==> src/rtl/cpu_control_fsm.sv <==
// cpu_control_fsm -- Moore control FSM for a multi-cycle ARM-like datapath.
//
// Instruction flow: IDLE -> FETCH -> DECODE -> EXEC -> WB -> FETCH ...
//   - FETCH with a failed condition (W_IR_valid=0) skips the instruction.
//   - DECODE of an unsupported class (IR[27:26]!=0) pulses illegal.
//   - EXEC of a compare (alu_op 8..B) updates flags only and skips WB.
//   - run is sampled only at instruction boundaries, so an instruction
//     already in flight always completes.
//
// Every strobe is decoded from the state register and IR only. The state
// register updates on the rising edge, so the strobes are settled well
// before the datapath's falling-edge writes.
//
// Optional build macro:
//   CTRL_PERF_CNT_EN -- enables the cycle_cnt / instr_cnt performance
//                       counters. When undefined the ports stay present
//                       and are tied to zero, and no counter flops exist.
//
// Ports:
//   clk         in   system clock (rising edge)
//   rst         in   asynchronous active-high reset
//   run         in   1 = keep executing, 0 = park in IDLE at next boundary
//   IR          in   [31:0] latched instruction
//   W_IR_valid  in   condition-pass flag for the fetched instruction
//   write_pc    out  PC += 4 strobe
//   write_ir    out  IR load strobe
//   write_a/b   out  operand register load strobes
//   write_c     out  ALU result register load strobe
//   write_nzcv  out  flag register update strobe
//   write_reg   out  register file write-back strobe
//   alu_op      out  [3:0] ALU opcode (0 outside EXEC)
//   b_imm       out  ALU B operand select: 1 = immediate (0 outside EXEC)
//   illegal     out  one-cycle pulse on an unsupported instruction class
//   state       out  [2:0] IDLE=0 FETCH=1 DECODE=2 EXEC=3 WB=4
//   cycle_cnt   out  [CNT_W-1:0] non-idle clock count
//   instr_cnt   out  [CNT_W-1:0] retired instruction count
module cpu_control_fsm #(
  parameter int CNT_W = 32
) (
  input  logic             clk,
  input  logic             rst,
  input  logic             run,
  input  logic [31:0]      IR,
  input  logic             W_IR_valid,
  output logic             write_pc,
  output logic             write_ir,
  output logic             write_a,
  output logic             write_b,
  output logic             write_c,
  output logic             write_nzcv,
  output logic             write_reg,
  output logic [3:0]       alu_op,
  output logic             b_imm,
  output logic             illegal,
  output logic [2:0]       state,
  output logic [CNT_W-1:0] cycle_cnt,
  output logic [CNT_W-1:0] instr_cnt
);

  typedef enum logic [2:0] {
    S_IDLE   = 3'd0,
    S_FETCH  = 3'd1,
    S_DECODE = 3'd2,
    S_EXEC   = 3'd3,
    S_WB     = 3'd4
  } st_e;

  st_e st_q, st_d;

  // Instruction fields used by the decode.
  logic [3:0] ir_op;
  logic       ir_imm;
  logic       ir_s;
  logic       ir_bad_class;
  logic       ir_cmp;

  assign ir_op        = IR[24:21];
  assign ir_imm       = IR[25];
  assign ir_s         = IR[20];
  assign ir_bad_class = (IR[27:26] != 2'b00);
  // Compare class is opcodes 8..B, i.e. top two opcode bits == 2'b10.
  assign ir_cmp       = (ir_op[3:2] == 2'b10);

  // Condition code, link/offset fields etc. are not used by the control.
  logic unused_ir;
  assign unused_ir = ^{IR[31:28], IR[19:0]};

  // Exit target shared by every instruction boundary.
  st_e boundary_nxt;
  assign boundary_nxt = run ? S_FETCH : S_IDLE;

  // ------------------------------------------------------------------
  // State register
  // ------------------------------------------------------------------
  always_ff @(posedge clk or posedge rst) begin
    if (rst) st_q <= S_IDLE;
    else     st_q <= st_d;
  end

  // ------------------------------------------------------------------
  // Next-state logic
  // ------------------------------------------------------------------
  always_comb begin
    st_d = S_IDLE;
    case (st_q)
      S_IDLE:   st_d = run ? S_FETCH : S_IDLE;
      S_FETCH:  st_d = W_IR_valid ? S_DECODE : boundary_nxt;
      S_DECODE: st_d = ir_bad_class ? boundary_nxt : S_EXEC;
      S_EXEC:   st_d = ir_cmp ? boundary_nxt : S_WB;
      S_WB:     st_d = boundary_nxt;
      default:  st_d = S_IDLE;  // unused encodings recover to IDLE
    endcase
  end

  // ------------------------------------------------------------------
  // Output decode (state + IR only)
  // ------------------------------------------------------------------
  always_comb begin
    write_pc   = 1'b0;
    write_ir   = 1'b0;
    write_a    = 1'b0;
    write_b    = 1'b0;
    write_c    = 1'b0;
    write_nzcv = 1'b0;
    write_reg  = 1'b0;
    alu_op     = 4'h0;
    b_imm      = 1'b0;
    illegal    = 1'b0;
    case (st_q)
      S_FETCH: begin
        write_pc = 1'b1;
        write_ir = 1'b1;
      end
      S_DECODE: begin
        write_a = 1'b1;
        write_b = 1'b1;
        illegal = ir_bad_class;
      end
      S_EXEC: begin
        write_c    = 1'b1;
        alu_op     = ir_op;
        b_imm      = ir_imm;
        // Compares exist only to set flags, so force the update.
        write_nzcv = ir_s | ir_cmp;
      end
      S_WB: write_reg = 1'b1;
      default: ;
    endcase
  end

  assign state = st_q;

  // ------------------------------------------------------------------
  // Performance counters
  // ------------------------------------------------------------------
`ifdef CTRL_PERF_CNT_EN
  logic [CNT_W-1:0] cyc_q, ins_q;
  logic             retire;

  // An instruction retires when it leaves WB or leaves EXEC as a compare.
  assign retire = (st_q == S_WB) || ((st_q == S_EXEC) && ir_cmp);

  always_ff @(posedge clk or posedge rst) begin
    if (rst) begin
      cyc_q <= '0;
      ins_q <= '0;
    end else begin
      if (st_q != S_IDLE) cyc_q <= cyc_q + CNT_W'(1);
      if (retire)         ins_q <= ins_q + CNT_W'(1);
    end
  end

  assign cycle_cnt = cyc_q;
  assign instr_cnt = ins_q;
`else
  assign cycle_cnt = '0;
  assign instr_cnt = '0;
`endif

endmodule

==> config.mk <==
export PLATFORM = sky130hd
export DESIGN_NAME = cpu_control_fsm
export DESIGN_NICKNAME = d
export VERILOG_FILES = /design/src/rtl/cpu_control_fsm.sv
export SDC_FILE = /design/constraint.sdc
export NUM_CORES = 1
export LEC_CHECK = 0
export ABC_CLOCK_PERIOD_IN_PS = 1500
export CAP_MARGIN = 40
export CORE_MARGIN = 4
export CORE_UTILIZATION = 23
export CTS_BUF_LIST = sky130_fd_sc_hd__clkbuf_8
export DETAILED_ROUTE_END_ITERATION = 6
export PLACE_DENSITY = 0.89
export SKIP_CTS_REPAIR_TIMING = 1
export SYNTH_ARGS = -nofsm -noshare
export SYNTH_HDL_FRONTEND = slang
export SYNTH_SLANG_ARGS = --single-unit
==> constraint.sdc <==
create_clock -name clk -period 1.5 [get_ports clk]
set_input_delay 0.375 -clock clk [delete_from_list [all_inputs] [get_ports clk]]
set_output_delay 0.375 -clock clk [all_outputs]
set_load 0.03 [all_outputs]
* After elaboration in Yosys (flattened, before gate mapping)
Cells that the tools add are included.
Storage, ports and cells: word-level logic and storage cells 23, register bits 3, input port bits 36
Cells by class: equal/unequal tests 5, reductions and logical operators 3, bitwise gates (word level) 1, muxes and demuxes 13
Operator list (number):
- case mux 3 bit (4 select lines) | 1
- two-way mux 1 bit | 8
- == test 3 x 2 -> 1 bit (second input constant) | 2
- two-way mux 2 bit | 2
- two-way mux 4 bit | 1
- == test 3 x 1 -> 1 bit (second input constant) | 1
- == test 3 bit (second input constant) | 1
- zero test 3 bit | 1
- two-way mux 3 bit | 1
- == test 2 bit (second input constant) | 1
- nonzero test 2 bit | 1
- OR reduction 2 bit | 1
- bitwise OR 1 bit | 1

* Logic depth before layout (Yosys ltp)
word-level depth 3, depth in mapped cells 3, gate-level depth less buffers 3

* Worst setup path after synthesis
No wires, ideal clock.
path type register to output, start point register st_q[0] (netlist: state[0]), end point output port write_pc, buffers on the path 1, data arrival time 1804 ps, setup slack -679 ps, cell stages (with the launch flop) 3, path through dfrtp_1 -> nor3b_1 -> buf_4
Between the ends: cells in the longest elaborated chain, start to end 2
RTL lines:
- start, declared | line 68 | st_e st_q, st_d;
- start signal, assigned | line 97 | else st_q <= st_d;
- == test 3 x 1 -> 1 bit
- two-way mux 1 bit
- end, declared | line 45 | output logic write_pc,
No other way between the ends.

* Worst setup path after layout
start point input port IR[24], end point output port write_nzcv
Between the ends: cells in the longest elaborated chain, start to end 3
RTL lines:
- start, declared | line 43 | input logic [31:0] IR,
- == test 2 bit | line 82 | assign ir_cmp = (ir_op[3:2] == 2'b10);
- bitwise OR 1 bit | line 144 | write_nzcv = ir_s | ir_cmp;
- two-way mux 1 bit | line 129 | case (st_q)
- end, declared | line 50 | output logic write_nzcv,
No other way between the ends.

==> impl_metrics.prom <==
# TYPE chip_impl_metric gauge
chip_impl_info{name="outcome",value="finished, violations left"} 1
chip_impl_info{name="violations",value="negative setup slack"} 1
chip_impl_metric{name="drt-vias-per-instance",unit=""} 2.90
chip_impl_metric{name="drive_above_1_share",unit=""} 0.354
chip_impl_metric{name="syn_inst",unit=""} 94
chip_impl_info{name="critPathSlowestCell",value="clkdlybuf4s50_1"} 1
chip_impl_metric{name="final_min_period_over_clock_period",unit=""} 1.11
chip_impl_metric{name="place_inst",unit=""} 169
chip_impl_metric{name="seq_area",unit="µm²"} 78.8
chip_impl_metric{name="cp_max_fo",unit=""} 2
chip_impl_info{name="crit-reg2reg-launch",value="state[2]"} 1
chip_impl_metric{name="hold_violations",unit=""} 0
chip_impl_metric{name="ys_types",unit=""} 18
chip_impl_metric{name="synth_simple_gate_area_frac",unit=""} 0.164
chip_impl_metric{name="grt_max_degree",unit=""} 7
chip_impl_info{name="tritoncts_clock_tree",value="built"} 1
chip_impl_metric{name="grt_use_total",unit=""} 0.0480
chip_impl_metric{name="layout_setup_ws",unit="ns"} -0.165
chip_impl_info{name="timing.critical_path.cells",value="clkdlybuf4s50_1 > nor2b_2 > o21a_4 > buf_6"} 1
chip_impl_metric{name="finalSetupViolCount",unit=""} 12
chip_impl_metric{name="dp.final_hpwl",unit="µm"} 1240
chip_impl_metric{name="synth_area_per_cell",unit="µm²"} 7.89
chip_impl_metric{name="synth_fa_ha_area_frac",unit=""} 0
chip_impl_metric{name="maximum_capacitance_violations",unit=""} 0
chip_impl_metric{name="worst-endpoint-required",unit="ns"} 1.12
chip_impl_metric{name="yosys-mux-area-fraction",unit=""} 0
chip_impl_metric{name="yosys_warnings",unit=""} 0
chip_impl_metric{name="grt_pass1_vias",unit=""} 367
chip_impl_metric{name="final_cell_count_no_fill",unit=""} 174
chip_impl_metric{name="timing.critical_path.slowest_cell_delay",unit="ns"} 0.42
chip_impl_metric{name="cts.sink_count",unit=""} 3
chip_impl_metric{name="wl_per_cell",unit="µm"} 8.01
chip_impl_metric{name="worst_setup_hold_path_clk_slew",unit="ns"} 0.03
chip_impl_metric{name="totalWireLength",unit="µm"} 1390
chip_impl_metric{name="drc",unit=""} 0
chip_impl_metric{name="clock_insertion_delay_worst_skew",unit="ns"} 0.21
chip_impl_metric{name="setup-tns-final",unit="ns"} -1.31
chip_impl_metric{name="largest_reg_flops",unit=""} 3
chip_impl_metric{name="report.final.slew_viol_count",unit=""} 0
chip_impl_metric{name="fill_cells",unit=""} 322
chip_impl_metric{name="worst-r2r-setup-slack",unit="ns"} 0.37
chip_impl_metric{name="post_synth_xor_area_fraction",unit=""} 0
chip_impl_metric{name="multiInputGateArea",unit="µm²"} 449
chip_impl_metric{name="row_count",unit=""} 20
chip_impl_metric{name="wire_length_of_the_first_global_routing_pass",unit="µm"} 1590
chip_impl_metric{name="nNetsFinal",unit=""} 167
chip_impl_metric{name="port_buf_inserts",unit=""} 27
chip_impl_info{name="crit_family",value="buffers and inverters"} 1
chip_impl_metric{name="drtIter0Drc",unit=""} 2
chip_impl_metric{name="design.die.area",unit="µm²"} 4200
chip_impl_metric{name="ff2ff_path_depth",unit=""} 3
chip_impl_metric{name="areaGrowthSynthToFinish",unit="%"} 33.4
chip_impl_info{name="startpoint_type",value="primary input"} 1
chip_impl_metric{name="area_of_the_core",unit="µm²"} 3080
chip_impl_metric{name="critPathArrivalTime",unit="ns"} 1.29
chip_impl_metric{name="max_freq",unit="MHz"} 601
chip_impl_metric{name="detail-route-antenna-nets",unit=""} 0
chip_impl_metric{name="die_h",unit="µm"} 64.8
chip_impl_metric{name="place_congestion",unit=""} 0.693
chip_impl_info{name="largest_family_of_logic_cells_by_synthesized_area",value="buffers and inverters"} 1
chip_impl_metric{name="insertedDiodeCount",unit=""} 0
chip_impl_info{name="root_buffer",value="clkbuf_8"} 1
chip_impl_metric{name="power-per-cell-area",unit="nW/µm²"} 834
chip_impl_metric{name="peakVddDrop",unit="mV"} 0.204
chip_impl_metric{name="number_of_antenna_violations_at_the_first_check_in_global_routing",unit=""} 0
chip_impl_metric{name="detailroute.via_count",unit=""} 504
chip_impl_metric{name="gr-total-overflow",unit=""} 0
chip_impl_info{name="mostFrequentLayoutCell",value="conb_1"} 1
chip_impl_info{name="critical_path.reg2reg.endpoint",value="state[1]"} 1
chip_impl_metric{name="synth_compound_area_frac",unit=""} 0.0506
chip_impl_metric{name="p_leak",unit="nW"} 0.538
chip_impl_metric{name="synth-seq-cells",unit=""} 3
chip_impl_metric{name="htree_levels",unit=""} 1
chip_impl_metric{name="ys_seq_area_frac",unit=""} 0.101
chip_impl_info{name="rsz_0062_raised_after_global_routing",value="true"} 1
chip_impl_metric{name="skew",unit="ns"} 0.00525
chip_impl_metric{name="netlist_area",unit="µm²"} 742
chip_impl_metric{name="min_period",unit="ns"} 1.66
chip_impl_info{name="setup_crit_end_kind",value="output port"} 1
chip_impl_metric{name="start_util",unit=""} 0.241
chip_impl_info{name="type_of_the_tightest_min_delay_check",value="primary input to asynchronous set/reset pin"} 1
chip_impl_info{name="commonest_cells_after_routing_fill_and_taps_aside",value="64 x conb_1, 16 x buf_6, 11 x clkdlybuf4s50_1"} 1
chip_impl_metric{name="cp_num_buf_inv",unit=""} 2
chip_impl_metric{name="clock_buffers_created_by_tritoncts",unit=""} 3
chip_impl_info{name="criticalPathCategory",value="primary input to output port"} 1
chip_impl_metric{name="drt_pass1_iterations",unit=""} 2
chip_impl_metric{name="cts-root-to-sink-buffers",unit=""} 2
chip_impl_metric{name="chipWidth",unit="µm"} 64.8
chip_impl_metric{name="ioPinCount",unit=""} 116
-- cell usage after synthesis --
master    n  area (µm²)
nor2_1    1        3.75
nor3_2    1        10.0
and2_1    5        31.3
and2b_1   1        7.51
a21oi_2   1        8.76
inv_1     1        3.75
buf_4    66         495
nor2b_1   3        18.8
and3b_1   1        8.76
dfrtp_1   3        75.1
nor3b_4   1        18.8
o21ai_1   1        5.00
a22o_1    1        8.76
nor3b_1   2        15.0
conb_1    1        3.75
o21a_1    2        15.0
nand2_1   2        7.51
buf_2     1        5.00
-- how the worst max path moves through the flow --
stage	slack [ns]	startpoint	end	cells past startpoint
after floorplan	-0.22	state[1]	illegal	2
after global placement	-0.20	IR[24]	write_nzcv	4
after detailed placement	-0.20	IR[24]	write_nzcv	4
after CTS	-0.20	IR[24]	write_nzcv	4
after global routing	-0.20	state[2]	alu_op[2]	4
final	-0.16	IR[24]	write_nzcv	4
-- worst register-to-register path: stages (launching register included) --
cell,delay [ns]
dfrtp_2,0.43
buf_4,0.16
nor3b_4,0.26
a22o_1,0.20
-- stage by stage --
step	setup slack [ns]	area (µm²)	util	total power [mW]	hold WS, ns
6_report	-0.165	990	0.322	0.826	0.339
3_3_place_gp	-0.197	871	0.283	0.565	0.556
3_5_place_dp	-0.200	871	0.283	0.571	0.560
2_1_floorplan	-0.217	1030	-	0.593	0.129
5_1_grt	-0.197	990	0.322	0.865	0.358
4_1_cts	-0.202	916	0.298	0.798	0.343
-- kinds of logic after synthesis --
logic type,Yosys count
AO/OA/AOI/OAI,5
buffers and inverters,68
flip-flops,3
other,1
AND/OR/NAND/NOR,17
-- area by class of cell --
cell class,count,area share
Clock buffer,3,0.0417
Tap cell,44,0.0556
Timing Repair Buffer,36,0.362
Multi-Input combinational cell,86,0.454
Clock inverter,1,0.00379
Inverter,1,0.00379
Sequential cell,3,0.0796
-- layer usage --
metal	GRT usage	part of all wire	wire (µm)	vias to the layer above
met5	0	0	0	-
met4	0.0317	0.011	16	0
met3	0.0121	0.18	253	2
met2	0.0996	0.60	829	48
met1	0.0375	0.21	294	222
li1	-	-	-	232
-- power breakdown --
group          switching [mW]  internal, mW
logic                   0.348         0.151
registers              0.0114        0.0915
clock network          0.0497         0.174
total                   0.410         0.416
No activity file was read; power rests on OpenSTA's default activity.
